$ cat src/rtl/seg7_pkg.sv
// Shared definitions for the seg7_scan display driver: active-low segment
// codes for hex digits (seg[0]=a .. seg[6]=g) and the lookup helper.
package seg7_pkg;

    localparam logic [6:0] SEG_BLANK = 7'h7F;

    localparam logic [6:0] SEG_HEX [0:15] = '{
        7'h40, 7'h79, 7'h24, 7'h30,   // 0 1 2 3
        7'h19, 7'h12, 7'h02, 7'h78,   // 4 5 6 7
        7'h00, 7'h10, 7'h08, 7'h03,   // 8 9 A b
        7'h46, 7'h21, 7'h06, 7'h0E    // C d E F
    };

    function automatic logic [6:0] hex_to_seg(input logic [3:0] nibble);
        return SEG_HEX[nibble];
    endfunction

endpackage

$ cat src/rtl/hex_to_seg7.sv
// Combinational nibble to active-low 7-segment decoder.
module hex_to_seg7 (
    input  logic [3:0] nibble,
    output logic [6:0] seg
);
    import seg7_pkg::*;

    assign seg = hex_to_seg(nibble);

endmodule

$ cat src/rtl/seg7_scan.sv
// Multiplexed common-anode 7-segment scanner with frame-aligned data loads.
// Optional macro LEADING_ZERO_BLANK_EN blanks leading zero digits (digit 0 always shown).
module seg7_scan #(
    parameter int NUM_DIGITS  = 4,
    parameter int REFRESH_DIV = 100000,
    parameter int CNT_W       = 17
) (
    input  logic                    clk_in,
    input  logic                    rst,
    input  logic                    load,
    input  logic [4*NUM_DIGITS-1:0] value,
    input  logic [NUM_DIGITS-1:0]   dp_mask,
    output logic                    load_done,
    output logic                    pending,
    output logic [NUM_DIGITS-1:0]   an,
    output logic [6:0]              seg,
    output logic                    dp
);
    import seg7_pkg::*;

    localparam int IDX_W = (NUM_DIGITS > 1) ? $clog2(NUM_DIGITS) : 1;
    localparam logic [NUM_DIGITS-1:0] AN_ONE = 1;

    logic [CNT_W-1:0]        cnt;
    logic [IDX_W-1:0]        idx;
    logic [4*NUM_DIGITS-1:0] disp_val;
    logic [NUM_DIGITS-1:0]   disp_dp;
    logic [4*NUM_DIGITS-1:0] shadow_val;
    logic [NUM_DIGITS-1:0]   shadow_dp;

    logic       tick;
    logic       boundary;
    logic [3:0] nibble;
    logic [6:0] seg_dec;
    logic       blank;

    assign tick     = (cnt == CNT_W'(REFRESH_DIV - 1));
    assign boundary = tick && (idx == IDX_W'(NUM_DIGITS - 1));
    assign nibble   = disp_val[idx*4 +: 4];

    hex_to_seg7 u_dec (
        .nibble (nibble),
        .seg    (seg_dec)
    );

`ifdef LEADING_ZERO_BLANK_EN
    // Blank when this nibble and every higher one are zero.
    always_comb begin
        blank = 1'b0;
        if (idx != '0)
            blank = ((disp_val >> {idx, 2'b00}) == '0);
    end
`else
    assign blank = 1'b0;
`endif

    always_ff @(posedge clk_in) begin
        if (rst) begin
            cnt        <= '0;
            idx        <= '0;
            disp_val   <= '0;
            disp_dp    <= '0;
            shadow_val <= '0;
            shadow_dp  <= '0;
            pending    <= 1'b0;
            load_done  <= 1'b0;
            an         <= '1;
            seg        <= SEG_BLANK;
            dp         <= 1'b1;
        end else begin
            cnt <= tick ? '0 : cnt + 1'b1;
            if (tick)
                idx <= (idx == IDX_W'(NUM_DIGITS - 1)) ? '0 : idx + 1'b1;

            if (load) begin
                shadow_val <= value;
                shadow_dp  <= dp_mask;
            end

            // A load coinciding with the boundary bypasses the shadow.
            load_done <= boundary && (load || pending);
            if (boundary && load) begin
                disp_val <= value;
                disp_dp  <= dp_mask;
                pending  <= 1'b0;
            end else if (boundary && pending) begin
                disp_val <= shadow_val;
                disp_dp  <= shadow_dp;
                pending  <= 1'b0;
            end else if (load) begin
                pending <= 1'b1;
            end

            // One blank anode cycle after every tick to avoid ghosting.
            an  <= tick ? '1 : ~(AN_ONE << idx);
            seg <= blank ? SEG_BLANK : seg_dec;
            dp  <= ~disp_dp[idx];
        end
    end

endmodule
$ cat config.mk
export PLATFORM = sky130hd
export DESIGN_NAME = seg7_scan
export DESIGN_NICKNAME = d
export VERILOG_FILES = /design/src/rtl/seg7_pkg.sv /design/src/rtl/hex_to_seg7.sv /design/src/rtl/seg7_scan.sv
export SDC_FILE = /design/constraint.sdc
export NUM_CORES = 1
export LEC_CHECK = 0
export BUFFER_PORTS_ARGS = -buffer_cell sky130_fd_sc_hd__clkbuf_2
export CORE_MARGIN = 1.5
export CORE_UTILIZATION = 60
export DETAILED_ROUTE_END_ITERATION = 8
export PLACE_DENSITY = 0.86
export SLEW_MARGIN = 20
export SYNTH_ARGS = -nofsm -noshare
export SYNTH_HDL_FRONTEND = slang
export SYNTH_SLANG_ARGS = --single-unit
$ cat constraint.sdc
create_clock -name clk_in -period 6.4 [get_ports clk_in]
set_input_delay 1.28 -clock clk_in [delete_from_list [all_inputs] [get_ports clk_in]]
set_output_delay 1.28 -clock clk_in [all_outputs]
set_load 0.005 [all_outputs]
# Yosys cells after proc, flatten, opt, wreduce, memory -nomap -nowiden
# Memories as Yosys holds them, arrays and structs flattened. A register that Yosys moved wholly into a read port is not among the register bits.
# Cells that the tools add are included.
# totals
ff_bits	66
n_memories	1
input_bits	23
word_cells	36
rom_bits	112
out_inout_bits	14
# memory_table
name	words	word_bits	read_ports	rd_ports_with_merged_regs	wr	line	source
(no name shown)	16	7	1	1	0	seg7_pkg.sv:15	return SEG_HEX[nibble];
# op_classes
eq_ne	2
shifts	2
n_reduce_logical	8
order_cmp	1
bitwise_logic	3
muxes	7
add_sub_neg	2
# ops
cell	n
two-way mux 16 bit	2
adder 17 x 1 -> 17 bit, second input constant	1
== test 17 bit, second input constant	1
indexed part select 16 x 5 -> 4 bit	1
two-way mux 4 bit	2
NOT 4 -> 5 bit	1
logical AND 1 bit	4
NOT 4 bit	1
<< shifter 1 x 2 -> 4 bit, first input constant	1
< comparator 2 x 3 -> 1 bit, second input constant	1
OR reduction 3 bit	1
adder 2 x 1 -> 2 bit, second input constant	1
binary-select mux 1 bit (select 2 bit)	1
== test 2 bit, second input constant	1
two-way mux 2 bit	1
nonzero test 2 bit	1
OR reduction 2 bit	1
logical OR 1 bit	1
two-way mux 1 bit	1
NOT 1 bit	1

# Logic depth before layout (Yosys ltp)
# Gate-level depths: netlist of run 1.
# logic_depth
depth_word	5
depth_mapped	8
mapped_depth_nobuf	6

# Hierarchy
# From an unflattened synthesis of run 1, not the netlist that was laid out.
# hier_totals
hier_cells	319
area_unflattened_um2	3260.6
# by_module_without_submodules
mod	cells_per_inst	n_inst	area_each_um2	seq_area_each_um2
seg7_scan	286	1	2991.6	1461.4
hex_to_seg7	33	1	269.0	0.0

# Worst setup path before layout of run 1
# Ideal clock, no wire load.
# synth_timing
path_type	in2reg
from	in load
to	reg shadow_val[10]
setup_time_ns	0.128
required_ns	6.272
arrival_ns	2.550
path_buffers	3
stages	5
setup_slack_ns	3.723
cell_sequence	buf_6 -> clkbuf_1 -> buf_1 -> mux2i_1 -> nor2_1
# synth_lines
item	line	source
from (decl)	seg7_scan.sv:10	input logic load,
to (signal assigned)	seg7_scan.sv:76	shadow_val <= value;
to (decl)	seg7_scan.sv:28	logic [4*NUM_DIGITS-1:0] shadow_val;

# Worst setup path in the final report of run 1
# layout_timing
from	in rst
to	reg cnt[8]
# layout_between
elab_chain_cells	1
# layout_rtl
item	line	source
from (decl)	seg7_scan.sv:9	input logic rst,
OR reduction 2 bit (no source line)	--	
to (signal assigned)	seg7_scan.sv:71	cnt <= tick ? '0 : cnt + 1'b1;
to (decl)	seg7_scan.sv:24	logic [CNT_W-1:0] cnt;
# Every way passes these cells.
# A chain may end at the register's enable or synchronous reset.

==> results of run 1 <==
where the power goes:
| part | leakage (nW) | internal, mW | switching (mW) |
|---|---|---|---|
| clock network | 0.102 | 0.188 | 0.167 |
| registers | 0.596 | 0.466 | 0.00571 |
| logic | 0.739 | 0.0188 | 0.0237 |
state kept, by name (all words and copies together) (netlist names):
name        count
cnt            17
disp_val       16
shadow_val     16
seg             7
an              4
disp_dp         4
shadow_dp       4
idx             2
dp              1
load_done       1
pending         1
through the flow:
stage               hold WS, ps  cells  instance area [sq um]
global placement            428    420                   3450
floorplan                   418    336                   3310
CTS                         454    436                   3650
detailed placement          437    420                   3450
global route                479    436                   3650
finish                      452    436                   3650
per-layer routing:
metal | vias up | GRT usage [%] | part of all wire, %
met4 | 0 | 7.09 | 1.1
met5 | - | 0 | 0
met2 | 83 | 34.7 | 44
li1 | 1269 | - | -
met3 | 7 | 6.07 | 5.3
met1 | 1158 | 31.6 | 49
critical path, delay by kind of cell:
kind / cells / cell delay [ps]
buf+inv: 2 / 990
compound gates: 1 / 640
simple gates: 1 / 120
area by class of cell:
class / instances / area (sq um) / area share, %
multi-input cells: 233 / 1690 / 46.3
well taps: 70 / 87.6 / 2.40
repair buffers: 37 / 188 / 5.14
inverters: 7 / 26.3 / 0.720
clock inverters: 6 / 57.6 / 1.58
clock buffers: 10 / 138 / 3.77
flip-flops and latches: 73 / 1460 / 40.1
cells by family after synthesis:
group | synth area share, %
flip-flops | 44.2
AND/OR/NAND/NOR | 18.5
buffers and inverters | 4.69
multiplexers | 14.2
adder cells (fa/ha/maj) | 4.16
AO/OA/AOI/OAI | 11.1
XOR/XNOR | 3.18
how the worst min path moves through the flow:
stage | slack, ps | end | start | cells after the start
after CTS | 450 | cnt[0] | cnt[0] | 1
after global routing | 480 | disp_dp[2] | disp_dp[2] | 2
final | 450 | cnt[0] | cnt[0] | 1
after floorplan | 420 | cnt[0] | cnt[0] | 1
after global placement | 430 | cnt[0] | cnt[0] | 1
after detailed placement | 440 | cnt[0] | cnt[0] | 1
cell usage in the layout, fill, tap and decap left out, types with 7 or more instances in the layout:
cell type,synthesis,routed
nand2_1,10,10
mux2_4,9,9
or4_1,14,14
a21oi_1,21,21
ha_1,11,11
o31ai_1,13,13
nor2_1,40,40
o21ai_1,6,7
dfxtp_1,73,73
clkbuf_8,0,10
mux2i_1,22,22
o22ai_1,12,12
nand3_1,8,8
inv_1,7,7
clkbuf_2,0,36
==> flow_summary.ini, run 1 <==
[synthesis]
syn-cell-area_sq_um = 3310
ys_seq_area_share_pct = 44.2
ys_types = 43
yosysWarnings = 0
synthFlopType = dfxtp_1
syn_nets = 370
synth_common_cells = dfxtp_1, nor2_1, mux2i_1
synth_top_area_share_pct = 44.2
yosysMostFrequentCell = dfxtp_1
async_flop_share_pct = 0
synth_edf_count = 0
ys_ff_latch = 73
yosys-top-cells-area = dfxtp_1, mux2i_1, nor2_1, ha_1, mux2_4
syn_avg_cell_area_sq_um = 9.84
netlist_instances = 336
netlist.top_cell.by_area = dfxtp_1

[routing]
totalWireLength_um = 6300
viasPerCell = 5.77
routedWlPerCell_um = 14.5
postRouteAntennaNets = 0
dr_total_vias = 2517
drt_iter0_markers = 177
drt-pass1-iter-count = 4
drc = 0

[layout]
diodes = 0
drive_gt1_share_pct = 19.7
nets = 395
fin_util_pct = 70.1
fillers = 390
area_growth_pct = 10.3

[sta]
period_share_pct = 44.7
setup-tns-final_ps = 0
max_slew_margin_pct = 30.6
setup_viol = 0
tightest_slew_ps = 1030
drv_slew = 0
fin_ws_ps = 3540
fin_crit_ps = 2860
finClkSkew_ps = 8.44
rsz0062_at_grt = false
hold_violations = 0
fmax_ghz = 0.350

[power_and_ir_drop]
finalPower_mw = 0.869
leakagePower_nw = 1.44
vdd_ir_drop_max_mv = 0.136
p_per_area_nw_per_um2 = 238

[die]
io_pins = 37
rows = 26
start_util_pct = 63.5
dieArea_sq_um = 5970
fp.dieH_um = 77.2
die_w_um = 77.2
core_area_sq_um = 5200

[critical_path]
crit_path_end = cnt[8]
r2r-start = cnt[0]
critical_path_class = in2reg
critPathMaxFanout = 51
cp_slowest_cell = clkbuf_2
worstPathRequired_ps = 6590
crit_arrival_ps = 3050
slowest_delay_ps = 710
r2r_cells = 5
critPathCaptureType = flip-flop
cp-startpoint = rst
reg2reg_to = disp_val[1]
r2r_setup_slack_ps = 3790
start_kind = input pin
path_cells = clkbuf_2, inv_1, o21ai_1, nor2_1

[global_routing]
first_global_vias = 2376
track_usage_pct = 22.8
antenna_found_initial = 0
overflow = 0
grt_pass1_wl_um = 10900
grt_max_degree = 52

[cts]
path_clk_slew_ps = 80
ctsHoldBuffers = 0
cts_tree = built
cts_made_buffers = 9
cts_setup_buffers = 0
clk-insertion-delay-late_ps = 340
clock-root-buffer = clkbuf_8
cts_max_level = 3
cts_sinks = 73
clk_path_buf_depth = 2
cts_resized = 0

[worst_hold_path]
worstHoldPathType = reg2reg

[place]
place_congestion = 0.843
hpwl_um = 4250
port_buffers = 36
preCtsSetupSlack_ps = 3210

[outcome]
status = finished clean

[run]
max_cap_violations = 0
Note: power is estimated with default switching activity, not from simulation.
==> run 2: changes to the inputs <==
--- a/config.mk
+++ b/config.mk
@@ -7,9 +7,9 @@
 export LEC_CHECK = 0
 export BUFFER_PORTS_ARGS = -buffer_cell sky130_fd_sc_hd__clkbuf_2
 export CORE_MARGIN = 1.5
-export CORE_UTILIZATION = 60
+export CORE_UTILIZATION = 58
 export DETAILED_ROUTE_END_ITERATION = 8
-export PLACE_DENSITY = 0.86
+export PLACE_DENSITY = 0.84
 export SLEW_MARGIN = 20
 export SYNTH_ARGS = -nofsm -noshare
 export SYNTH_HDL_FRONTEND = slang
==> constraint.sdc (replaced) <==
create_clock -name clk_in -period 3 [get_ports clk_in]
set_input_delay 0.6 -clock clk_in [delete_from_list [all_inputs] [get_ports clk_in]]
set_output_delay 0.6 -clock clk_in [all_outputs]
set_load 0.005 [all_outputs]
==> run 2 against run 1 <==
Effect of this change:
- global-route usage rose by 1.0 points
- worst hold slack improved by 9.8 ps
- non-clock buffer count rose by 5
- critical path depth rose by 1
- clock skew fell by 2.1 ps
- setup slack got worse by 3200 ps
- total power rose by 140%
- cell count rose by 1.6%
- critical endpoint is now disp_val[13]
==> flow_summary.ini, run 2 (synthesis gave the netlist of run 1 again) <==
[outcome]
status = finished clean

[cts]
clk-insertion-delay-late_ps = 340
clock-root-buffer = clkbuf_8
cts_max_level = 3
clk_path_buf_depth = 2
path_clk_slew_ps = 80
cts_made_buffers = 9
cts_tree = built
cts_resized = 0
ctsHoldBuffers = 0
cts_setup_buffers = 0
cts_sinks = 73

[worst_hold_path]
worstHoldStart = cnt[0]
worstHoldPathType = reg2reg

[run]
max_cap_violations = 0

[sta]
rsz0062_at_grt = false
setup-tns-final_ps = 0
fin_crit_ps = 2630
holdWs_ps = 462
fmax_ghz = 0.381
period_share_pct = 87.5
finClkSkew_ps = 6.35
hold_violations = 0
tightest_slew_ps = 568
drv_slew = 0
setup_viol = 0
max_slew_margin_pct = 62.1

[critical_path]
r2r-start = cnt[0]
cp-startpoint = cnt[0]
start_kind = flip-flop
critPathMaxFanout = 27
critPathCaptureType = flip-flop
critical_path_class = reg2reg
worstPathRequired_ps = 3230
crit_arrival_ps = 2860

[routing]
totalWireLength_um = 6660
drc = 0
drt_iter0_markers = 143
viasPerCell = 5.82
postRouteAntennaNets = 0
drt-pass1-iter-count = 5
routedWlPerCell_um = 15.0
dr_total_vias = 2578

[layout]
layout_common_cells = dfxtp_1, nor2_1, clkbuf_2
largest_reg_flops = 17
nets = 400
area_growth_pct = 13.4
drive_gt1_share_pct = 20.5
top_register = cnt
diodes = 0
layout_commonest_cell = dfxtp_1
largestRegisters = cnt: 17 flops, disp_val: 16 flops, shadow_val: 16 flops
design_area_sq_um = 3750

[power_and_ir_drop]
intPower_mw = 1.67
vdd_ir_drop_max_mv = 0.369
p_sw_mw = 0.421
clkPwrFrac_pct = 47.3
p_per_area_nw_per_um2 = 558
leakagePower_nw = 1.49
combinationalPowerShare_pct = 4.6
power_frac_seq_pct = 48.0
sw_frac_of_total_pct = 20.1

[global_routing]
grt_max_degree = 28
track_usage_pct = 23.8
first_global_vias = 2489
overflow = 0
antenna_found_initial = 0
grt_pass1_wl_um = 11500

[die]
rows = 27
die_w_um = 78.5
start_util_pct = 60.1
dieArea_sq_um = 6160
core_area_sq_um = 5510
io_pins = 37
fp.dieH_um = 78.5

[place]
place_congestion = 0.879
port_buffers = 36
placed_area_sq_um = 3490
hpwl_um = 4550
-- run 2: worst paths after layout --
path / end / slack (ps) / cells after the start
max: disp_val[13] / 370 / 5
min: cnt[0] / 460 / 1
max reg2reg: disp_val[13] / 370 / 5
min reg2reg: cnt[0] / 460 / 1
-- run 2: cell type report --
| type | count | area (sq um) |
|---|---|---|
| clock buffer | 10 | 128 |
| timing repair buffer | 42 | 225 |
| multi-input combinational | 233 | 1690 |
| tap | 72 | 90.1 |
| fill | 410 | 1760 |
| clock inverter | 6 | 130 |
| sequential | 73 | 1460 |
| inverter | 7 | 26.3 |
-- run 2: metrics by stage --
| step | setup WS (ps) | power (mW) | cells | utilization, % |
|---|---|---|---|---|
| 3_3_place_gp | 528 | 1.12 | 427 | 63.4 |
| 4_1_cts | 365 | 2.10 | 443 | 68.1 |
| 6_report | 374 | 2.09 | 443 | 68.1 |
| 3_5_place_dp | 424 | 1.12 | 427 | 63.4 |
| 5_1_grt | 246 | 2.16 | 443 | 68.1 |
| 2_1_floorplan | 771 | 1.09 | 336 | - |
-- run 2: critical path, cell delays in order (launching register included) --
cell	delay [ps]
dfxtp_1	370
ha_1	280
nand3_2	130
or4_4	690
or3_1	650
mux2_4	390
-- run 2: per-layer routing --
layer  track usage, %  wire length (um)  up-vias
met5                0                 0        -
met4             10.5               129        0
met3             5.23               307       13
met2             38.4              3240       74
met1             30.6              2990     1215
li1                 -                 -     1276
-- run 2: power groups by stage --
stage	Sequential [mW]	Combinational, mW	Clock, mW
after CTS	1.00	0.0975	0.999
after floorplan	1.03	0.0604	0
final	1.00	0.0970	0.990
after global placement	1.03	0.0930	0
after global routing	1.01	0.109	1.05
after detailed placement	1.03	0.0963	0
==> run 3: changes to the inputs <==
--- a/config.mk
+++ b/config.mk
@@ -6,6 +6,7 @@
 export NUM_CORES = 1
 export LEC_CHECK = 0
 export BUFFER_PORTS_ARGS = -buffer_cell sky130_fd_sc_hd__clkbuf_2
+export CORE_ASPECT_RATIO = 1.1
 export CORE_MARGIN = 1.5
 export CORE_UTILIZATION = 58
 export DETAILED_ROUTE_END_ITERATION = 8
==> run 3 against run 2 <==
Effect of this change:
- total power is 14% lower
- sequential share of layout area is 0.70 points higher
- first-iteration DRC count is 23% lower
- cell count is 0.68% higher
- highest routed layer unchanged
==> flow_summary.ini, run 3 (synthesis gave the netlist of run 1 again) <==
[outcome]
status = finished clean

[cts]
cts_sinks = 73
ctsHoldBuffers = 0
cts_made_buffers = 9
cts_tree = built
cts_max_level = 3
cts_setup_buffers = 0
clock-root-buffer = clkbuf_8
clk-insertion-delay-late_ps = 350
path_clk_slew_ps = 70
clk_path_buf_depth = 2
cts_resized = 0

[power_and_ir_drop]
combinationalPowerShare_pct = 5.3
p_per_area_nw_per_um2 = 488
sw_frac_of_total_pct = 22.4
leakagePower_nw = 1.46
power_frac_seq_pct = 55.9
vdd_ir_drop_max_mv = 0.386
clkPwrFrac_pct = 38.9
intPower_mw = 1.40
p_sw_mw = 0.404

[critical_path]
critical_path_class = reg2reg
path_depth = 5
critPathMaxFanout = 9
slowest_delay_ps = 610
r2r-start = cnt[0]
crit_buf_inv = 0
worstPathRequired_ps = 3240
crit_arrival_ps = 2660
crit_path_end = disp_val[1]
r2r_cells = 5
cp-startpoint = cnt[0]
path_cells = ha_1, nand3_2, or4_4, or3_1, mux2_4
r2r_setup_slack_ps = 580
critPathCaptureType = flip-flop
crit_family = simple AND/OR/NAND/NOR gates
start_kind = flip-flop
cp_slowest_cell = or3_1
reg2reg_to = disp_val[1]

[sta]
fmax_ghz = 0.413
rsz0062_at_grt = false
tightest_slew_ps = 559
fin_crit_ps = 2420
hold_violations = 0
drv_slew = 0
max_slew_margin_pct = 62.7
setup_viol = 0
finClkSkew_ps = 8.00
period_share_pct = 80.6
holdWs_ps = 453
setup-tns-final_ps = 0

[worst_hold_path]
worstHoldStart = cnt[0]
worstHoldPathType = reg2reg

[layout]
top_register = cnt
drive_gt1_share_pct = 20.8
largest_reg_flops = 17
diodes = 0
largestRegisters = cnt: 17 flops, disp_val: 16 flops, shadow_val: 16 flops
nets = 401
layout_common_cells = dfxtp_1, nor2_1, clkbuf_2
area_growth_pct = 11.4
layout_commonest_cell = dfxtp_1

[routing]
routedWlPerCell_um = 14.2
dr_total_vias = 2569
viasPerCell = 5.76
drt-pass1-iter-count = 4
postRouteAntennaNets = 0
drc = 0
drt_iter0_markers = 110
totalWireLength_um = 6330

[die]
dieArea_sq_um = 6160
rows = 28
start_util_pct = 60.9
die_w_um = 75.0
core_area_sq_um = 5430
fp.dieH_um = 82.2
io_pins = 37

[global_routing]
track_usage_pct = 23.2
overflow = 0
first_global_vias = 2451
antenna_found_initial = 0
grt_max_degree = 28
grt_pass1_wl_um = 10900

[place]
port_buffers = 36
hpwl_um = 4510
place_congestion = 0.878

[run]
max_cap_violations = 0
==> run 3: changes by cell type in the layout (fill, tap and decap cells not counted), sizes merged <==
cell | before | now
clkbuf | 46 | 48
bufinv | 4 | 0
buf | 6 | 7
clkinv | 2 | 3
==> run 3: worst min path at each step <==
stage                     endpoint  slack (ps)  cells after the start
after floorplan             cnt[0]         420                      1
after global placement      cnt[0]         430                      1
after global routing        cnt[0]         490                      1
final                       cnt[0]         450                      1
after CTS                   cnt[0]         460                      1
after detailed placement    cnt[0]         440                      1
==> run 3: cell type report <==
cell class	count	area, sq um
clock buffer	12	165
clock inverter	3	15.0
fill	414	1750
inverter	7	26.3
multi-input combinational	233	1690
sequential	73	1460
tap	75	93.8
timing repair buffer	43	233
==> run 3: power groups by stage <==
stage               Combinational, mW  Sequential, mW  Clock (mW)
finish                         0.0948            1.01       0.699
global route                    0.108            1.01       0.746
CTS                            0.0957            1.01       0.715
detailed placement             0.0950            1.03           0
global placement               0.0926            1.03           0
floorplan                      0.0604            1.03           0
==> run 3: stage by stage <==
step	power, mW	worst slack [ps]	cell area (sq um)	utilization [%]	instances
after global placement	1.12	690	3500	64.5	431
after CTS	1.82	573	3680	67.9	446
after global routing	1.86	473	3680	67.9	446
final	1.80	581	3680	67.9	446
after floorplan	1.09	771	3310	-	336
after detailed placement	1.12	618	3500	64.5	431
==> run 3: layer usage <==
layer / vias to the layer above / share of wire (%) / track usage (%)
li1: 1273 / - / -
met5: - / 0 / 0
met3: 15 / 5.2 / 5.46
met2: 75 / 48 / 37.6
met1: 1206 / 45 / 29.7
met4: 0 / 2.0 / 9.64
